===== src/rtl/id_ex_pipereg.sv =====
// id_ex_pipereg: ID->EX pipeline register with load-use bubble insertion, flush and bubble counter
module id_ex_pipereg #(
  parameter int XLEN = 32,
  parameter int RF_ADDR_WIDTH = 5,
  parameter int CTRL_W = 64,
  parameter logic [XLEN-1:0] NOP_INST = 32'h0000_0013
) (
  input  logic                     clk,
  input  logic                     rst,
  input  logic                     id_valid,
  input  logic [XLEN-1:0]          id_pc,
  input  logic [XLEN-1:0]          id_inst,
  input  logic [CTRL_W-1:0]        id_ctrl,
  input  logic [XLEN-1:0]          id_rs1,
  input  logic [XLEN-1:0]          id_rs2,
  input  logic [XLEN-1:0]          id_imm,
  input  logic [RF_ADDR_WIDTH-1:0] id_rf_raddr1,
  input  logic [RF_ADDR_WIDTH-1:0] id_rf_raddr2,
  input  logic                     id_uses_rs1,
  input  logic                     id_uses_rs2,
  input  logic                     id_req_rf,
  input  logic [RF_ADDR_WIDTH-1:0] id_rf_waddr,
  input  logic                     id_is_load,
  input  logic                     id_exp_flag,
  input  logic                     ex_ready_go,
  input  logic                     mem_allowin,
  input  logic                     flush,
  output logic                     ld_risk,
  output logic                     id_allowin,
  output logic                     ex_valid,
  output logic [XLEN-1:0]          ex_pc,
  output logic [XLEN-1:0]          ex_inst,
  output logic [XLEN-1:0]          ex_rs1,
  output logic [XLEN-1:0]          ex_rs2,
  output logic [XLEN-1:0]          ex_imm,
  output logic [CTRL_W-1:0]        ex_ctrl,
  output logic                     ex_req_rf,
  output logic [RF_ADDR_WIDTH-1:0] ex_rf_waddr,
  output logic                     ex_is_load,
  output logic                     ex_exp_flag,
  output logic [31:0]              bubble_cnt
);
  logic                     ex_valid_q, ex_valid_d;
  logic [XLEN-1:0]          ex_pc_q, ex_pc_d, ex_inst_q, ex_inst_d;
  logic [XLEN-1:0]          ex_rs1_q, ex_rs1_d, ex_rs2_q, ex_rs2_d, ex_imm_q, ex_imm_d;
  logic [CTRL_W-1:0]        ex_ctrl_q, ex_ctrl_d;
  logic                     ex_req_rf_q, ex_req_rf_d, ex_is_load_q, ex_is_load_d;
  logic                     ex_exp_flag_q, ex_exp_flag_d;
  logic [RF_ADDR_WIDTH-1:0] ex_rf_waddr_q, ex_rf_waddr_d;
  logic [31:0]              bubble_cnt_q, bubble_cnt_d;
  logic                     ex_allowin;
  assign ex_valid    = ex_valid_q;
  assign ex_pc       = ex_pc_q;
  assign ex_inst     = ex_inst_q;
  assign ex_rs1      = ex_rs1_q;
  assign ex_rs2      = ex_rs2_q;
  assign ex_imm      = ex_imm_q;
  assign ex_ctrl     = ex_ctrl_q;
  assign ex_rf_waddr = ex_rf_waddr_q;
  assign ex_req_rf   = ex_req_rf_q & ex_valid_q;
  assign ex_is_load  = ex_is_load_q & ex_valid_q;
  assign ex_exp_flag = ex_exp_flag_q & ex_valid_q;
  assign bubble_cnt  = bubble_cnt_q;
  assign ld_risk = ex_is_load & ex_req_rf & (ex_rf_waddr_q != '0) & id_valid &
                   ((id_uses_rs1 & (id_rf_raddr1 == ex_rf_waddr_q)) |
                    (id_uses_rs2 & (id_rf_raddr2 == ex_rf_waddr_q)));
  assign ex_allowin = ~ex_valid_q | (ex_ready_go & mem_allowin);
  assign id_allowin = ex_allowin & ~ld_risk & ~flush;
  always_comb begin
    ex_valid_d    = ex_valid_q;
    ex_pc_d       = ex_pc_q;
    ex_inst_d     = ex_inst_q;
    ex_rs1_d      = ex_rs1_q;
    ex_rs2_d      = ex_rs2_q;
    ex_imm_d      = ex_imm_q;
    ex_ctrl_d     = ex_ctrl_q;
    ex_req_rf_d   = ex_req_rf_q;
    ex_rf_waddr_d = ex_rf_waddr_q;
    ex_is_load_d  = ex_is_load_q;
    ex_exp_flag_d = ex_exp_flag_q;
    bubble_cnt_d  = bubble_cnt_q;
    if (flush || (ex_allowin && (ld_risk || !id_valid))) begin
      ex_valid_d = 1'b0;
      ex_inst_d  = NOP_INST;
      bubble_cnt_d = bubble_cnt_q + {31'd0, ~flush & ld_risk};
    end else if (ex_allowin) begin
      ex_valid_d    = 1'b1;
      ex_pc_d       = id_pc;
      ex_inst_d     = id_inst;
      ex_rs1_d      = id_rs1;
      ex_rs2_d      = id_rs2;
      ex_imm_d      = id_imm;
      ex_ctrl_d     = id_ctrl;
      ex_req_rf_d   = id_req_rf;
      ex_rf_waddr_d = id_rf_waddr;
      ex_is_load_d  = id_is_load;
      ex_exp_flag_d = id_exp_flag;
    end
  end
  always_ff @(posedge clk) begin
    if (rst) begin
      ex_valid_q    <= 1'b0;
      ex_pc_q       <= '0;
      ex_inst_q     <= NOP_INST;
      ex_rs1_q      <= '0;
      ex_rs2_q      <= '0;
      ex_imm_q      <= '0;
      ex_ctrl_q     <= '0;
      ex_req_rf_q   <= 1'b0;
      ex_rf_waddr_q <= '0;
      ex_is_load_q  <= 1'b0;
      ex_exp_flag_q <= 1'b0;
      bubble_cnt_q  <= '0;
    end else begin
      ex_valid_q    <= ex_valid_d;
      ex_pc_q       <= ex_pc_d;
      ex_inst_q     <= ex_inst_d;
      ex_rs1_q      <= ex_rs1_d;
      ex_rs2_q      <= ex_rs2_d;
      ex_imm_q      <= ex_imm_d;
      ex_ctrl_q     <= ex_ctrl_d;
      ex_req_rf_q   <= ex_req_rf_d;
      ex_rf_waddr_q <= ex_rf_waddr_d;
      ex_is_load_q  <= ex_is_load_d;
      ex_exp_flag_q <= ex_exp_flag_d;
      bubble_cnt_q  <= bubble_cnt_d;
    end
  end
endmodule


===== config.mk =====
export PLATFORM = sky130hd
export DESIGN_NAME = id_ex_pipereg
export DESIGN_NICKNAME = d
export VERILOG_FILES = /design/src/rtl/id_ex_pipereg.sv
export SDC_FILE = /design/constraint.sdc
export NUM_CORES = 1
export LEC_CHECK = 0
export BUFFER_PORTS_ARGS = -buffer_cell sky130_fd_sc_hd__buf_2
export CAP_MARGIN = 20
export CORE_AREA = 4 4 197 199
export CTS_CLUSTER_DIAMETER = 50
export DETAILED_ROUTE_END_ITERATION = 8
export DIE_AREA = 0 0 201 203
export REMOVE_ABC_BUFFERS = 1
export SLEW_MARGIN = 40
export SYNTH_ARGS = -nofsm -noshare
export SYNTH_HDL_FRONTEND = slang
export SYNTH_SLANG_ARGS = --single-unit

===== constraint.sdc =====
create_clock -name clk -period 3.05 [get_ports clk]
set_input_delay 0.305 -clock clk [delete_from_list [all_inputs] [get_ports clk]]
set_output_delay 0.305 -clock clk [all_outputs]
set_load 0.01 [all_outputs]

=== Word level (Yosys, flattened, before mapping) ===
Index checks and enable logic that the tools add are counted.

* Add/sub/neg operators: 1
* Eq/ne operators: 2
* Bitwise operators: 19
* Reduce and logical (&&, ||, !) cells: 7

{| class="wikitable"
|+ Operator list
! cell !! count
|-
| $add 32x1->32 || 1
|-
| $and 1x1->1 || 13
|-
| $eq 5x5->1 || 2
|-
| $reduce_bool 5->1 || 1
|-
| $not 1->1 || 4
|-
| $logic_or 1x1->1 || 2
|-
| $or 1x1->1 || 2
|-
| $reduce_and 2->1 || 1
|-
| $reduce_or 2->1 || 1
|-
| $logic_and 1x1->1 || 1
|-
| $logic_not 1->1 || 1
|}

* Register bits after elaboration: 265

=== Longest topological paths before layout ===
* Depth after elaboration: 10
* Gate-level depth with buffers: 13

=== Worst setup path before layout ===
No wires, ideal clock.

* Kind: reg-to-reg
* Start point: register ex_rf_waddr_q[1], in the netlist ex_rf_waddr[1]
* End point: register bubble_cnt_q[24], in the netlist bubble_cnt[24]
* Library setup time: 0.070 ns
* Arrival time: 2.751 ns
* Required time: 2.980 ns
* Slack: 0.228 ns
* Stages on the path, launching flop included: 14
* Path buffers: 2
* Cells stage by stage: dfxtp_1 -> xnor2_1 -> nand4_1 -> o22a_1 -> nor3_1 -> ha_1 -> ha_1 -> and2_1 -> clkbuf_1 -> nand3_1 -> a2bb2oi_1 -> clkbuf_1 -> or3b_1 -> a21oi_1

* Longest elaborated chain between the ends: 7

{| class="wikitable"
|+ Ends and longest elaborated chain
! element !! RTL line !! text
|-
| start: declaration || 49 || <nowiki>logic [RF_ADDR_WIDTH-1:0] ex_rf_waddr_q, ex_rf_waddr_d;</nowiki>
|-
| start signal: assignment || 123 || <nowiki>ex_rf_waddr_q <= ex_rf_waddr_d;</nowiki>
|-
| $eq 5x5->1, or another cell as far along || 65 || <nowiki>((id_uses_rs1 & (id_rf_raddr1 == ex_rf_waddr_q)) |</nowiki>
|-
| $and 1x1->1, on equally long branches || 65, 64, 66 ||
|-
| $or 1x1->1 or $and 1x1->1 (tied branches) || 65, 64 ||
|-
| $and 1x1->1 (*) || 64 || <nowiki>assign ld_risk = ex_is_load & ex_req_rf & (ex_rf_waddr_q != '0) & id_valid &</nowiki>
|-
| parallel branches: the longest is 3 deep, another holds $add 32x1->32 || -- ||
|-
| end signal: assignment || 126 || <nowiki>bubble_cnt_q <= bubble_cnt_d;</nowiki>
|-
| end: declaration || 50 || <nowiki>logic [31:0] bubble_cnt_q, bubble_cnt_d;</nowiki>
|}

Every way passes the cells marked *.
A chain may end at the register's enable or synchronous reset.

=== Final worst setup path ===
* Start point: register ex_rf_waddr_q[2], in the netlist ex_rf_waddr[2]
* End point: register bubble_cnt_q[22], in the netlist bubble_cnt[22]

Same word-level chain as after synthesis.

==> results.md <==
- Commonest non-fill, non-tap cell in the layout: buf_2
- Fmax: 353 MHz
- Critical-path maximum fanout: 6
- Crit end category: register
- Post-CTS Setup Inserts: 0
- M1 WL: 14.1 mm
- Synth area leader: dfxtp_1
- Met3 wire length: 3.50 mm
- Vias per std cell: 4.62
- FF-to-FF path depth: 12
- Yosys top cell area share: 54.8%
- Max-slew headroom: 52.9%
- Ys flop type: dfxtp_1
- I/O Buffers: 516
- Nets: 2129
- First-pass GRT wire length: 58.2 mm
- GR Overflow Total: 0
- Synth unique cells: 38
- RSZ-0062 raised after global routing: false
- Register bit total from synthesis: 265
- Hold Crit Class: input pin to register
- CTS buffer count: 36
- Die area: 40800 um^2
- Clock sink count: 265
- Reg-to-reg endpoint: bubble_cnt[22]
- Initial core utilization: 26.0%
- Cell count after synthesis: 1234
- Final period utilization: 93.0%
- Initial antenna violation count: 0
- Vias in the first global route: 10858
- Leak: 7.01 nW
- Syn Std Cell Area: 9680 um^2
- Final GP Congestion: 0.849
- Area growth from synthesis to layout: 61.2%
- Worst hold stages: 3
- Reg2reg start: ex_rf_waddr[2]
- Uppermost layer routed: met4
- Most frequent cells in the layout: buf_2, nand2_1, dfxtp_1, a21oi_1, dlygate4sd3_1
- CP Data Required Time: 3500 ps
- DIE WIDTH: 201 um
- # DRC: 0
- Total Routing Usage GR: 17.4%
- CTS Buffer Depth: 3
- Worst-path clk slew: 60 ps
- Via count: 10987
- Area contributors post-synth: dfxtp_1, nand2_1, a21oi_1
- Tmin final: 2840 ps
- # diodes: 0
- Syn_area_per_cell: 7.85 um^2
- Hold path endpoint: ex_rs2[6]
- Fin util: 41.9%
- Multi-input gate area: 4070 um^2
- FF+latch area: 5310 um^2
- P per Cell Area: 565 nW/um^2
- Final Hold Fails: 0
- Rows: 71
- Setup crit start: ex_rf_waddr[2]
- Final antenna-violating net count: 0
- H-tree depth: 2
- Actual slew at the worst max-slew pin: 707 ps
- Final slew viol count: 0
- Post-synth EDFFs: 0
- Peak VDD IR: 0.000437 V
- CTS root buf: clkbuf_16
- Post-synthesis sequential area ratio: 54.8%
- Layout cells sized above 1: 31.9%
- Drt pass-1 iters: 5
- Max-cap violations: 0
- Clock skew: 20.0 ps
- Worst Path Arrival: 3290 ps
- Initial DRC Count: 536
- Placeable core region: 37200 um^2
- Die Ht: 203 um
- Filler instances: 3676
- Wire length on met2: 18.4 mm
- Worst Path Class, Setup: register to register
- Final instance area: 15600 um^2
- Routed length per instance: 15.8 um
- Final setup fails: 0
- Async SR Flop Fraction: 0%
- Status: finished clean
- I/O Pins: 517
- Reg2reg setup slack: 210 ps
- Clock latency on the worst-skew pair: 520 ps
- Worst Min Path Start: id_rs2[6]
- CTS tree: done
- DP Area: 12800 um^2
- Largest net degree at the start of global routing: 142
- Dpl hpwl: 25.4 mm
- Syn. warnings: 0
- Final Routed Wirelength: 37.6 mm
- Type of origin of the critical path: register
[cell type report]
cell class | instances | share of cell area [%]
Multi-Input combinational cell | 873 | 26.1
Sequential cell | 265 | 34.0
Tap cell | 474 | 3.80
Clock inverter | 16 | 1.03
Timing Repair Buffer | 694 | 28.2
Clock buffer | 48 | 6.71
Inverter | 7 | 0.168
[kinds of logic after synthesis]
kind of cell	Yosys count	share of synthesized area [%]
AO/OA/AOI/OAI	294	15.8
XOR/XNOR	11	0.995
adder cells (fa/ha/maj)	2	0.258
buffers and inverters	96	3.73
flip-flops	265	54.8
multiplexers	3	0.323
AND/OR/NAND/NOR	563	24.1
[flip-flops by register name (all words and copies together) (netlist names)]
| signal | flops |
|---|---|
| ex_valid | 1 |
| ex_imm | 32 |
| ex_exp_flag_q | 1 |
| ex_req_rf_q | 1 |
| ex_pc | 32 |
| ex_ctrl | 64 |
| ex_rs2 | 32 |
| ex_is_load_q | 1 |
| ex_rf_waddr | 5 |
| bubble_cnt | 32 |
| ex_inst | 32 |
| ex_rs1 | 32 |
[power by group]
group          internal, mW  switching, mW  total (mW)  leakage [nW]
Combinational         0.459          0.503       0.962          4.25
Sequential             3.60         0.0700        3.67          2.16
Clock                  2.60           1.59        4.19         0.596
[stage by stage]
step                      total power [mW]  setup WS (ps)  hold slack (ps)  std cells  setup TNS [ps]
after floorplan                       4.13          -8960              374       1145        -1805440
after global placement                4.53            160              437       2151               0
after detailed placement              4.54            119              442       2151               0
after CTS                             8.95            101            0.354       2377               0
after global routing                  9.18           56.0             13.4       2377               0
final                                 8.82            213             38.3       2377               0
[worst max-delay path by stage]
stage                     end  slack, ps  cells past startpoint
2_1_floorplan      ex_ctrl[0]      -8960                      5
3_3_place_gp   bubble_cnt[22]        160                     13
3_5_place_dp   bubble_cnt[22]        120                     12
4_1_cts        bubble_cnt[22]        100                     12
5_1_grt        bubble_cnt[22]         60                     12
6_report       bubble_cnt[22]        210                     12
[layer usage]
layer  up-vias  global-route usage [%]
met5         -                       0
met4         0                    7.74
met3        87                    6.34
met2       477                    30.0
met1      5063                    19.3
li1       5360                       -
[critical path, stage by stage (launching register included)]
cell and delay, ps:
dfxtp_1 410, xnor2_1 140, nand4_1 150, o22a_1 240, nor3_2 180, ha_2 220, ha_1 170, and2_1 190
buf_4 160, nand3_1 70, or2_2 290, or4_1 390, a21oi_1 150
[Yosys cell counts, types with 2 or more instances]
cell       instances
nand2_1          475
dfxtp_1          265
a21oi_1          257
clkbuf_1          86
nand3_1           18
o21ai_0           16
or3_1             16
o31ai_1           12
or4_1             11
xnor2_1           11
nand4_1            9
inv_1              7
nor2_1             7
nor3_1             7
and2_1             6
and3_1             3
a2bb2oi_1          2
and4_1             2
buf_1              2
ha_1               2
mux2i_1            2
or4b_1             2
[timing repair]
action | 4_1_cts | 5_1_grt
resized for setup | 0 | 5
hold endpoints to repair | 162 | 0
hold buffers | 162 | 0
setup endpoints to repair | 0 | 2
(Power assumes the default switching activity.)
